==> src/rtl/fft_frame_scheduler_pkg.sv <==
// fft_sched_pkg: shared state encodings and default sizing for the frame scheduler.
// Latency: n/a (declarations only).
// Backpressure: n/a.
package fft_sched_pkg;

  localparam int ADDR_W_DEF  = 10;
  localparam int DATA_W_DEF  = 16;
  localparam int TIMEOUT_DEF = 4096;

  // Write FSM: filling a bank, or discarding whole frames while no bank is free.
  typedef logic [0:0] wstate_t;
  localparam wstate_t W_FILL = 1'b0;
  localparam wstate_t W_DROP = 1'b1;

  // Read FSM: waiting for a full bank, energy block owns a bank, one-cycle re-arm gap.
  typedef logic [1:0] rstate_t;
  localparam rstate_t R_IDLE = 2'd0;
  localparam rstate_t R_RUN  = 2'd1;
  localparam rstate_t R_GAP  = 2'd2;

endpackage

==> src/rtl/fft_frame_scheduler_if.sv <==
// Bundles the FFT magnitude stream, BRAM write port, energy handshake and status flags.
// Latency: n/a (wiring only).
// Backpressure: none on the FFT stream; energy block paced by a ready/done level pair.
interface fft_frame_scheduler_if
  import fft_sched_pkg::*;
#(
  parameter int ADDR_W = ADDR_W_DEF,
  parameter int DATA_W = DATA_W_DEF
);
  logic              fft_valid;
  logic              fft_last;
  logic [DATA_W-1:0] fft_data;
  logic              wr_en;
  logic              wr_bank;
  logic [ADDR_W-1:0] wr_addr;
  logic [DATA_W-1:0] wr_data;
  logic              energy_ready;
  logic              energy_done;
  logic              rd_bank;
  logic [7:0]        frame_cnt;
  logic              overrun;
  logic              len_err;
  logic              timeout_err;
  logic              clr_err;

  // Upstream/environment side: drives the stream, done and error clear.
  modport master (
    output fft_valid, fft_last, fft_data, energy_done, clr_err,
    input  wr_en, wr_bank, wr_addr, wr_data, energy_ready, rd_bank,
           frame_cnt, overrun, len_err, timeout_err
  );

  // Scheduler side.
  modport slave (
    input  fft_valid, fft_last, fft_data, energy_done, clr_err,
    output wr_en, wr_bank, wr_addr, wr_data, energy_ready, rd_bank,
           frame_cnt, overrun, len_err, timeout_err
  );
endinterface

==> src/rtl/fft_frame_scheduler_watchdog.sv <==
// fft_sched_watchdog: counts cycles while enabled, pulses fire after TIMEOUT cycles.
// Latency: fire is combinational from the count; count restarts the cycle after enable drops.
// Backpressure: none; clear suppresses fire and restarts the count.
module fft_sched_watchdog #(
  parameter int TIMEOUT = 4096
) (
  input  logic clock,
  input  logic reset_n,
  input  logic enable,
  input  logic clear,
  output logic fire
);
  localparam int CW = $clog2(TIMEOUT + 1);
  localparam logic [CW-1:0] LIMIT = CW'(TIMEOUT - 1);

  logic [CW-1:0] cnt;

  // Count enabled cycles; saturate at the limit so fire cannot wrap back to silence.
  always_ff @(posedge clock or negedge reset_n) begin
    if (!reset_n) begin
      cnt <= '0;
    end else if (!enable || clear) begin
      cnt <= '0;
    end else if (cnt != LIMIT) begin
      cnt <= cnt + CW'(1);
    end
  end

  assign fire = enable && !clear && (cnt == LIMIT);
endmodule

==> src/rtl/fft_frame_scheduler.sv <==
// Ping-pong magnitude BRAM scheduler: FFT stream fills one bank while the energy block reads the other.
// Latency: fft beat -> BRAM write 1 cycle; fft_last -> energy_ready 2 cycles; energy_done -> ready low 1 cycle.
// Backpressure: none on FFT input; whole frames are dropped (overrun) when no bank is free.
// Optional watchdog on the read side: FFT_SCHED_WATCHDOG_EN.
module fft_frame_scheduler
  import fft_sched_pkg::*;
#(
  parameter int ADDR_W  = ADDR_W_DEF,
  parameter int DATA_W  = DATA_W_DEF,
  parameter int TIMEOUT = TIMEOUT_DEF
) (
  input logic                 clock,
  input logic                 reset_n,
  fft_frame_scheduler_if.slave bus
);
  localparam logic [ADDR_W-1:0] WCNT_MAX = '1;

  wstate_t           wstate;
  rstate_t           rstate;
  logic              wbank;
  logic              next_rd;
  logic              drop_mid;
  logic [1:0]        full;
  logic [ADDR_W-1:0] wcnt;

  logic              wr_en_q;
  logic              wr_bank_q;
  logic [ADDR_W-1:0] wr_addr_q;
  logic [DATA_W-1:0] wr_data_q;
  logic              ready_q;
  logic              rd_bank_q;
  logic [7:0]        frame_cnt_q;
  logic              overrun_q;
  logic              len_err_q;

  logic       wd_fire;
  logic       rel;
  logic [1:0] rel_mask;
  logic [1:0] set_mask;
  logic [1:0] free;
  logic       beat;
  logic       drop_mid_n;
  logic       pick;
  logic       len_set;
  logic       overrun_set;

`ifdef FFT_SCHED_WATCHDOG_EN
  logic timeout_q;

  fft_sched_watchdog #(.TIMEOUT(TIMEOUT)) u_watchdog (
    .clock   (clock),
    .reset_n (reset_n),
    .enable  (rstate == R_RUN),
    .clear   (bus.energy_done),
    .fire    (wd_fire)
  );

  // Sticky timeout flag; a fire in the same cycle as clr_err wins.
  always_ff @(posedge clock or negedge reset_n) begin
    if (!reset_n) timeout_q <= 1'b0;
    else          timeout_q <= wd_fire | (timeout_q & ~bus.clr_err);
  end

  assign bus.timeout_err = timeout_q;
`else
  assign wd_fire         = 1'b0;
  assign bus.timeout_err = 1'b0;
`endif

  // A bank released this cycle counts as free for the writer.
  assign rel         = (rstate == R_RUN) && (bus.energy_done || wd_fire);
  assign rel_mask    = rel ? (rd_bank_q ? 2'b10 : 2'b01) : 2'b00;
  assign free        = ~full | rel_mask;
  assign beat        = bus.fft_valid;
  assign set_mask    = (wstate == W_FILL && beat && bus.fft_last) ? (wbank ? 2'b10 : 2'b01) : 2'b00;
  assign drop_mid_n  = beat ? !bus.fft_last : drop_mid;
  assign pick        = full[next_rd] ? next_rd : ~next_rd;
  assign len_set     = (wstate == W_FILL) && beat && (wcnt == WCNT_MAX);
  assign overrun_set = (wstate == W_DROP) && beat && !drop_mid;

  // Write FSM: register beats into the current bank, choose the next bank at each frame end.
  always_ff @(posedge clock or negedge reset_n) begin
    if (!reset_n) begin
      wstate    <= W_FILL;
      wbank     <= 1'b0;
      wcnt      <= '0;
      drop_mid  <= 1'b0;
      wr_en_q   <= 1'b0;
      wr_bank_q <= 1'b0;
      wr_addr_q <= '0;
      wr_data_q <= '0;
    end else begin
      wr_en_q <= 1'b0;
      if (wstate == W_FILL) begin
        if (beat) begin
          if (wcnt != WCNT_MAX) begin
            wr_en_q   <= 1'b1;
            wr_bank_q <= wbank;
            wr_addr_q <= wcnt;
            wr_data_q <= bus.fft_data;
            wcnt      <= wcnt + ADDR_W'(1);
          end
          if (bus.fft_last) begin
            wcnt <= '0;
            if (free[~wbank]) wbank  <= ~wbank;
            else              wstate <= W_DROP;
          end
        end
      end else begin
        drop_mid <= drop_mid_n;
        // Resume only between frames; keep bank alternation when both are free.
        if (!drop_mid_n && (|free)) begin
          wstate <= W_FILL;
          wbank  <= free[~wbank] ? ~wbank : wbank;
        end
      end
    end
  end

  // Bank occupancy: set on the frame's last write, cleared when the reader releases it.
  always_ff @(posedge clock or negedge reset_n) begin
    if (!reset_n) full <= 2'b00;
    else          full <= (full & ~rel_mask) | set_mask;
  end

  // Read FSM: hand the oldest full bank to the energy block, release on done, then re-arm gap.
  always_ff @(posedge clock or negedge reset_n) begin
    if (!reset_n) begin
      rstate      <= R_IDLE;
      next_rd     <= 1'b0;
      rd_bank_q   <= 1'b0;
      ready_q     <= 1'b0;
      frame_cnt_q <= '0;
    end else begin
      case (rstate)
        R_IDLE: begin
          if (|full) begin
            rd_bank_q   <= pick;
            next_rd     <= ~pick;
            ready_q     <= 1'b1;
            frame_cnt_q <= frame_cnt_q + 8'd1;
            rstate      <= R_RUN;
          end
        end
        R_RUN: begin
          if (rel) begin
            ready_q <= 1'b0;
            rstate  <= R_GAP;
          end
        end
        R_GAP:   rstate <= R_IDLE;
        default: rstate <= R_IDLE;
      endcase
    end
  end

  // Sticky error flags; a set in the same cycle as clr_err wins.
  always_ff @(posedge clock or negedge reset_n) begin
    if (!reset_n) begin
      overrun_q <= 1'b0;
      len_err_q <= 1'b0;
    end else begin
      overrun_q <= overrun_set | (overrun_q & ~bus.clr_err);
      len_err_q <= len_set | (len_err_q & ~bus.clr_err);
    end
  end

  assign bus.wr_en        = wr_en_q;
  assign bus.wr_bank      = wr_bank_q;
  assign bus.wr_addr      = wr_addr_q;
  assign bus.wr_data      = wr_data_q;
  assign bus.energy_ready = ready_q;
  assign bus.rd_bank      = rd_bank_q;
  assign bus.frame_cnt    = frame_cnt_q;
  assign bus.overrun      = overrun_q;
  assign bus.len_err      = len_err_q;
endmodule

==> src/flat_wrapper.sv <==
// flat-port wrapper written by rule: the top's interface ports become plain ports
module fft_frame_scheduler_flat import fft_sched_pkg::*;
#(
  parameter int ADDR_W  = ADDR_W_DEF,
  parameter int DATA_W  = DATA_W_DEF,
  parameter int TIMEOUT = TIMEOUT_DEF
)
  (clock, reset_n, bus_fft_valid, bus_fft_last, bus_fft_data, bus_energy_done, bus_clr_err, bus_wr_en, bus_wr_bank, bus_wr_addr, bus_wr_data, bus_energy_ready, bus_rd_bank, bus_frame_cnt, bus_overrun, bus_len_err, bus_timeout_err);
  fft_frame_scheduler_if #(.ADDR_W(ADDR_W), .DATA_W(DATA_W)) bus_i ();
  input logic clock;
  input logic reset_n;
  input wire logic [$bits(bus_i.fft_valid)-1:0] bus_fft_valid;
  input wire logic [$bits(bus_i.fft_last)-1:0] bus_fft_last;
  input wire logic [$bits(bus_i.fft_data)-1:0] bus_fft_data;
  input wire logic [$bits(bus_i.energy_done)-1:0] bus_energy_done;
  input wire logic [$bits(bus_i.clr_err)-1:0] bus_clr_err;
  output wire logic [$bits(bus_i.wr_en)-1:0] bus_wr_en;
  output wire logic [$bits(bus_i.wr_bank)-1:0] bus_wr_bank;
  output wire logic [$bits(bus_i.wr_addr)-1:0] bus_wr_addr;
  output wire logic [$bits(bus_i.wr_data)-1:0] bus_wr_data;
  output wire logic [$bits(bus_i.energy_ready)-1:0] bus_energy_ready;
  output wire logic [$bits(bus_i.rd_bank)-1:0] bus_rd_bank;
  output wire logic [$bits(bus_i.frame_cnt)-1:0] bus_frame_cnt;
  output wire logic [$bits(bus_i.overrun)-1:0] bus_overrun;
  output wire logic [$bits(bus_i.len_err)-1:0] bus_len_err;
  output wire logic [$bits(bus_i.timeout_err)-1:0] bus_timeout_err;
  assign bus_i.fft_valid = bus_fft_valid;
  assign bus_i.fft_last = bus_fft_last;
  assign bus_i.fft_data = bus_fft_data;
  assign bus_i.energy_done = bus_energy_done;
  assign bus_i.clr_err = bus_clr_err;
  assign bus_wr_en = bus_i.wr_en;
  assign bus_wr_bank = bus_i.wr_bank;
  assign bus_wr_addr = bus_i.wr_addr;
  assign bus_wr_data = bus_i.wr_data;
  assign bus_energy_ready = bus_i.energy_ready;
  assign bus_rd_bank = bus_i.rd_bank;
  assign bus_frame_cnt = bus_i.frame_cnt;
  assign bus_overrun = bus_i.overrun;
  assign bus_len_err = bus_i.len_err;
  assign bus_timeout_err = bus_i.timeout_err;
  fft_frame_scheduler #(.ADDR_W(ADDR_W), .DATA_W(DATA_W), .TIMEOUT(TIMEOUT)) u_core (.clock(clock), .reset_n(reset_n), .bus(bus_i));
endmodule
==> config.mk <==
export PLATFORM = sky130hd
export DESIGN_NAME = fft_frame_scheduler_flat
export DESIGN_NICKNAME = d
export VERILOG_FILES = /design/src/rtl/fft_frame_scheduler_pkg.sv /design/src/rtl/fft_frame_scheduler_if.sv /design/src/rtl/fft_frame_scheduler_watchdog.sv /design/src/rtl/fft_frame_scheduler.sv /design/src/flat_wrapper.sv
export SDC_FILE = /design/constraint.sdc
export NUM_CORES = 1
export LEC_CHECK = 0
export ABC_CLOCK_PERIOD_IN_PS = 2100
export BUFFER_PORTS_ARGS = -buffer_cell sky130_fd_sc_hd__buf_2
export CORE_MARGIN = 3
export CORE_UTILIZATION = 55
export CTS_BUF_LIST = sky130_fd_sc_hd__clkbuf_4
export DETAILED_ROUTE_END_ITERATION = 16
export PLACE_DENSITY = 0.82
export SKIP_CTS_REPAIR_TIMING = 1
export SLEW_MARGIN = 20
export SYNTH_ARGS = -nofsm -noshare
export SYNTH_HDL_FRONTEND = slang
export SYNTH_HIERARCHICAL = 1
export SYNTH_SLANG_ARGS = --single-unit
==> constraint.sdc <==
create_clock -name clock -period 2.1 [get_ports clock]
set_input_delay 0.42 -clock clock [delete_from_list [all_inputs] [get_ports clock]]
set_output_delay 0.42 -clock clock [all_outputs]
set_load 0.02 [all_outputs]
==> results of run 1 <==
## how the worst max path moves through the flow
| stage | startpoint | endpoint | slack [ns] | cells after the start |
|---|---|---|---|---|
| final | u_core/wcnt[0] | u_core/wcnt[2] | 0.17 | 6 |
| after global routing | u_core/wcnt[0] | u_core/bus.wr_data[1] | 0.009 | 7 |
| after CTS | u_core/wcnt[0] | u_core/wcnt[2] | 0.18 | 6 |
| after detailed placement | u_core/wcnt[0] | u_core/bus.wr_data[12] | 0.20 | 7 |
| after global placement | u_core/wcnt[1] | u_core/wcnt[2] | 0.30 | 6 |
| after floorplan | u_core/wcnt[0] | u_core/bus.wr_bank | 0.49 | 8 |
## state kept, by name (all words and copies together) (netlist names)
register                 flops
u_core/wcnt                 10
u_core/bus.wr_en             1
u_core/bus.overrun           1
u_core/wstate                1
u_core/bus.energy_ready      1
u_core/bus.wr_data          16
u_core/full                  2
u_core/wbank                 1
u_core/rstate                2
u_core/bus.rd_bank           1
u_core/bus.len_err           1
u_core/next_rd               1
u_core/bus.wr_bank           1
u_core/bus.frame_cnt         8
u_core/bus.wr_addr          10
u_core/drop_mid              1
## cell families (layout without fill, tap and decap cells)
group           Yosys count  count (layout)  synth area share [%]
mux                       3               3                  1.23
fa+ha+maj                 2               2                 0.985
simple gates            123             123                  21.8
xor+xnor                  8               8                  2.76
flops                    58              58                  57.1
buf+inv                  22              92                  5.07
compound gates           39              39                  10.9
other cells               1               1                 0.148
## critical path, stage by stage (launching register included)
cell	delay, ns
dfrtp_1	0.43
ha_1	0.28
nand4_2	0.18
o31ai_4	0.33
inv_2	0.23
a211oi_1	0.29
a31o_1	0.13
## per-layer routing
layer,vias to the layer above,wire [um]
li1,1001,-
met1,946,2420
met2,57,2230
met3,13,297
met4,0,104
met5,-,0
## placed cells by master (no fill, tap or decap), drive strengths merged, types with 2 or more instances in the layout
cell type,instances
clkinv,5
dfrtp,58
xor2,2
a211oi,2
a31oi,3
a21oi,5
buf,68
and3,2
nor3b,2
and4,2
xnor2,6
o22ai,2
o22a,2
ha,2
nor3,2
nand4,6
nand2,85
a32o,2
o21ai,11
nand2b,3
nor2,6
mux2i,2
nand3,8
inv,8
clkbuf,10
a22o,2
## per-stage QoR
step           setup WS [ns]  cells
2_1_floorplan          0.495    256
3_3_place_gp           0.297    362
3_5_place_dp           0.203    362
4_1_cts                0.176    377
5_1_grt              0.00929    378
6_report               0.174    378
## power by group through the flow
stage | sequential [uW] | combinational [uW] | clock [uW]
finish | 1810 | 1400 | 620
global route | 1880 | 1550 | 691
CTS | 1810 | 1410 | 643
detailed placement | 1830 | 1410 | 0
global placement | 1820 | 1380 | 0
floorplan | 2080 | 684 | 0
## cell type report
class / instances / area share, %
Multi-Input combinational cell: 176 / 32.2
Inverter: 8 / 1.01
Timing Repair Buffer: 69 / 12.7
Clock buffer: 10 / 2.52
Clock inverter: 5 / 0.755
Sequential cell: 58 / 48.6
Tap cell: 52 / 2.18
==> results_dict.tcl, run 1 <==
set metrics [dict create \
    synth_area_mm2 0.00254 \
    root_buffer "clkbuf_4" \
    drtIter0Drc 98 \
    dpl_cell_area_mm2 0.00288 \
    max_cap_violations 0 \
    routed_wl_mm 5.06 \
    cp.arrival_ns 2.25 \
    syn2layout_area_growth_pct 17.5 \
    holdPathStages 3 \
    critPathCaptureType "flop" \
    fin_util_pct 67.6 \
    p_leak_uw 0.00158 \
    synth_most_common_cell "nand2_1" \
    swShare_pct 41.0 \
    tightest_slew_ns 0.568 \
    grt_pass1_wl_mm 8.34 \
    cts.sinks 58 \
    die_w_um 74.0 \
    routed-via-count 2017 \
    drc 0 \
    synth-main-ff-cell "dfrtp_1" \
    io_pins 63 \
    final_hold_viol_count 0 \
    grt_pass1_vias 1873 \
    grtUsageTotal_pct 20.2 \
    max-slew-margin-rel_pct 61.8 \
    hold_end "u_core/bus.wr_data[14]" \
    pwr-share-comb_pct 36.5 \
    crit_fanout 18 \
    cts_tree "done" \
    max_freq_ghz 0.519 \
    synth_cells 256 \
    grt_use_met1_pct 28.3 \
    r2r_end "u_core/wcnt[2]" \
    critPathLaunchType "flop" \
    path_class "reg -> reg" \
    synth.yosys.seq_area_share_pct 57.1 \
    report.final.slew_viol_count 0 \
    fin_area_mm2 0.00298 \
    syn-num-nets 280 \
    clkLatencyLatePin_ns 0.39 \
    use_met3_pct 5.27 \
    synth_warnings 6 \
    nFillCells 349 \
    multi_input_area_um2 960 \
    required_ns 2.43 \
    top_usage_layer "met1" \
    hold_class "in -> reg" \
    p_clk_share_pct 16.2 \
    dieArea_mm2 0.00547 \
    rsz0062_at_grt "false" \
    period_minus_slack_ns 1.93 \
    cts_buffers 9 \
    min_period_over_period_pct 91.7 \
    use_met2_pct 27.9 \
    ant_nets 0 \
    synth_edf_count 0 \
    yosysUniqueCellTypes 50 \
    synth_top_cell_by_area "dfrtp_1" \
    via_per_inst 5.34 \
    antenna_found_initial 0 \
    diodes 0 \
    drt-wirelength-per-cell_um 13.4 \
    worstReg2RegStart "u_core/wcnt[0]" \
    avgSynthCellArea_um2 9.92 \
    clk_pin_slew_ns 0.10 \
    ir_drop_uv 633 \
    fin_worst_skew_ns 0.00952 \
    h-tree-depth 3 \
    hold_path.startpoint "bus_fft_data[14]" \
    regArea_mm2 0.00145 \
    intPower_uw 2260 \
    synth-seq-cells 58 \
    power_frac_seq_pct 47.3 \
    dp_hpwl_mm 3.63 \
    cellPowerDensity_mw_per_mm2 1280 \
    async_flop_share_pct 100 \
    grt_overflow_total 0 \
    tns_ns 0 \
    ys_top_cells_by_count "nand2_1 (85), dfrtp_1 (58), o21ai_0 (9), nand3_1 (8), inv_1 (7)" \
    r2r_slack_ns 0.17 \
    power.total_uw 3830 \
    drive_gt1_share_pct 26.7 \
    row_count 24 \
    drtPass1Iterations 4 \
    ys_top_cells_by_area "dfrtp_1 (57%), nand2_1 (13%), xnor2_1 (2.1%)" \
    holdWs_ns 0.214 \
    start_util_pct 57.5 \
    power.switching_uw 1570 \
    clockBufferDepth 2 \
    portBuffers 61 \
    dieHeight_um 74.0 \
    place.gp.congestion 0.829 \
    synth_top_area_share_pct 57.1 \
    setup_viol 0 \
    grt_max_degree 37 \
    core-area_mm2 0.00441 \
    reg2regPathDepth 6 \
    nets 346 \
    status "completed" \
]
Power figures use the tool's default switching activity.
==> run 2, diff against run 1 <==
Settings changed: BUFFER_PORTS_ARGS -buffer_cell sky130_fd_sc_hd__buf_2 to unset, CORE_UTILIZATION 55 to 65, DONT_BUFFER_PORTS set to 1, PLACE_DENSITY 0.82 to 0.81.
==> run 2 against run 1 <==
Routed wire length down 5.8%. Total power down 2.8%. Core utilization up 5.5 points. Setup slack better by 0.0051 ns. Via count down 12%. Sequential share of layout area up 4.8 points. Non-clock buffer count down 62. Fmax up 0.26%. Die area down 14%. First-iteration DRC count up 46%. Sequential cell count unchanged. Critical endpoint unchanged.
==> results_dict.tcl, run 2 (synthesized netlist as in run 1, its figures left out) <==
set metrics [dict create \
    diodes 0 \
    grt_pass1_vias 1565 \
    final_common_cell "nand2_1" \
    nets 284 \
    grtUsageTotal_pct 21.1 \
    cellPowerDensity_mw_per_mm2 1370 \
    holdWs_ns 0.118 \
    via_per_inst 5.66 \
    drive_gt1_share_pct 9.85 \
    max-slew-margin-rel_pct 60.3 \
    largest_reg_flops 16 \
    fin_worst_skew_ns 0.0124 \
    hold_path.startpoint "bus_clr_err" \
    crit_start "u_core/wcnt[0]" \
    io_pins 63 \
    min_period_over_period_pct 91.5 \
    syn2layout_area_growth_pct 6.90 \
    layout_common_cells "nand2_1 (85), dfrtp_1 (58), clkbuf_4 (11)" \
    status "completed" \
    cts_buffers 9 \
    clkLatencyLatePin_ns 0.39 \
    fin_cells 312 \
    clk_pin_slew_ns 0.09 \
    r2r_slack_ns 0.18 \
    die_w_um 68.5 \
    routed-via-count 1767 \
    max_cap_violations 0 \
    root_buffer "clkbuf_4" \
    routed_wl_mm 4.77 \
    drc 0 \
    hold_class "in -> reg" \
    setup_viol 0 \
    critPathCaptureType "flop" \
    drt-wirelength-per-cell_um 15.3 \
    portBuffers 0 \
    grt_pass1_wl_mm 7.13 \
    start_util_pct 68.4 \
    cp.arrival_ns 2.24 \
    worstReg2RegStart "u_core/wcnt[0]" \
    path_class "reg -> reg" \
    grt_max_degree 59 \
    tightest_slew_ns 0.591 \
    grt_overflow_total 0 \
    dieArea_mm2 0.00469 \
    max_freq_ghz 0.521 \
    clockBufferDepth 2 \
    rsz0062_at_grt "false" \
    drtIter0Drc 143 \
    dp_hpwl_mm 3.17 \
    drtPass1Iterations 4 \
    cts.sinks 58 \
    fin_util_pct 73.1 \
    period_minus_slack_ns 1.92 \
    p_leak_uw 0.00133 \
    h-tree-depth 3 \
    place.gp.congestion 0.839 \
    row_count 22 \
    ant_nets 0 \
    core-area_mm2 0.00372 \
    final_hold_viol_count 0 \
    antenna_found_initial 0 \
    ir_drop_uv 765 \
    cts_tree "done" \
    tns_ns 0 \
    numPlacedInstances 295 \
    dieHeight_um 68.5 \
    required_ns 2.42 \
    crit_fanout 29 \
    report.final.slew_viol_count 0 \
    critPathLaunchType "flop" \
]
-- run 2: critical path: stages (launching register included) --
cell,delay (ns)
dfrtp_1,0.42
ha_1,0.27
nand4_2,0.17
o31ai_4,0.29
inv_2,0.27
a211oi_1,0.31
a31o_1,0.12
-- run 2: through the flow --
step / total power, uW / worst slack [ns] / area (um^2)
detailed placement: 2960 / 0.213 / 2550
global route: 3970 / 0.0808 / 2720
CTS: 3720 / 0.192 / 2680
floorplan: 2760 / 0.495 / 2540
global placement: 2910 / 0.272 / 2550
finish: 3720 / 0.179 / 2720
-- run 2: report_power, final --
group          internal, uW  switching (uW)  leakage, uW
combinational           363             435     0.000524
clock                   376             376    0.0000741
sequential             1480             691     0.000735
total                  2220            1500      0.00133
-- run 2: layout make-up --
cell class / count / area [um^2]
clock buffer: 11 / 82.6
multi-input combinational: 176 / 960
timing repair buffer: 7 / 87.6
fill: 272 / 1000
sequential: 58 / 1450
clock inverter: 4 / 43.8
inverter: 8 / 30.0
tap: 48 / 60.1
-- run 2: worst paths after layout --
check                                           to  cells after the start
hold reg to reg                 u_core/bus.overrun                      1
min in group asynchronous  u_core/bus.frame_cnt[2]                      2
setup reg to reg                    u_core/wcnt[2]                      6
max in group asynchronous           u_core/wcnt[0]                      2
hold / removal                  u_core/bus.len_err                      1
setup / recovery                    u_core/wcnt[2]                      6
-- run 2: layer usage --
| metal | share of wire (%) | track usage [%] | vias to the layer above |
|---|---|---|---|
| li1 | - | - | 877 |
| met1 | 45 | 28.9 | 824 |
| met2 | 45 | 29.3 | 59 |
| met3 | 8.8 | 7.13 | 7 |
| met4 | 1.4 | 11.9 | 0 |
| met5 | 0 | 0 | - |
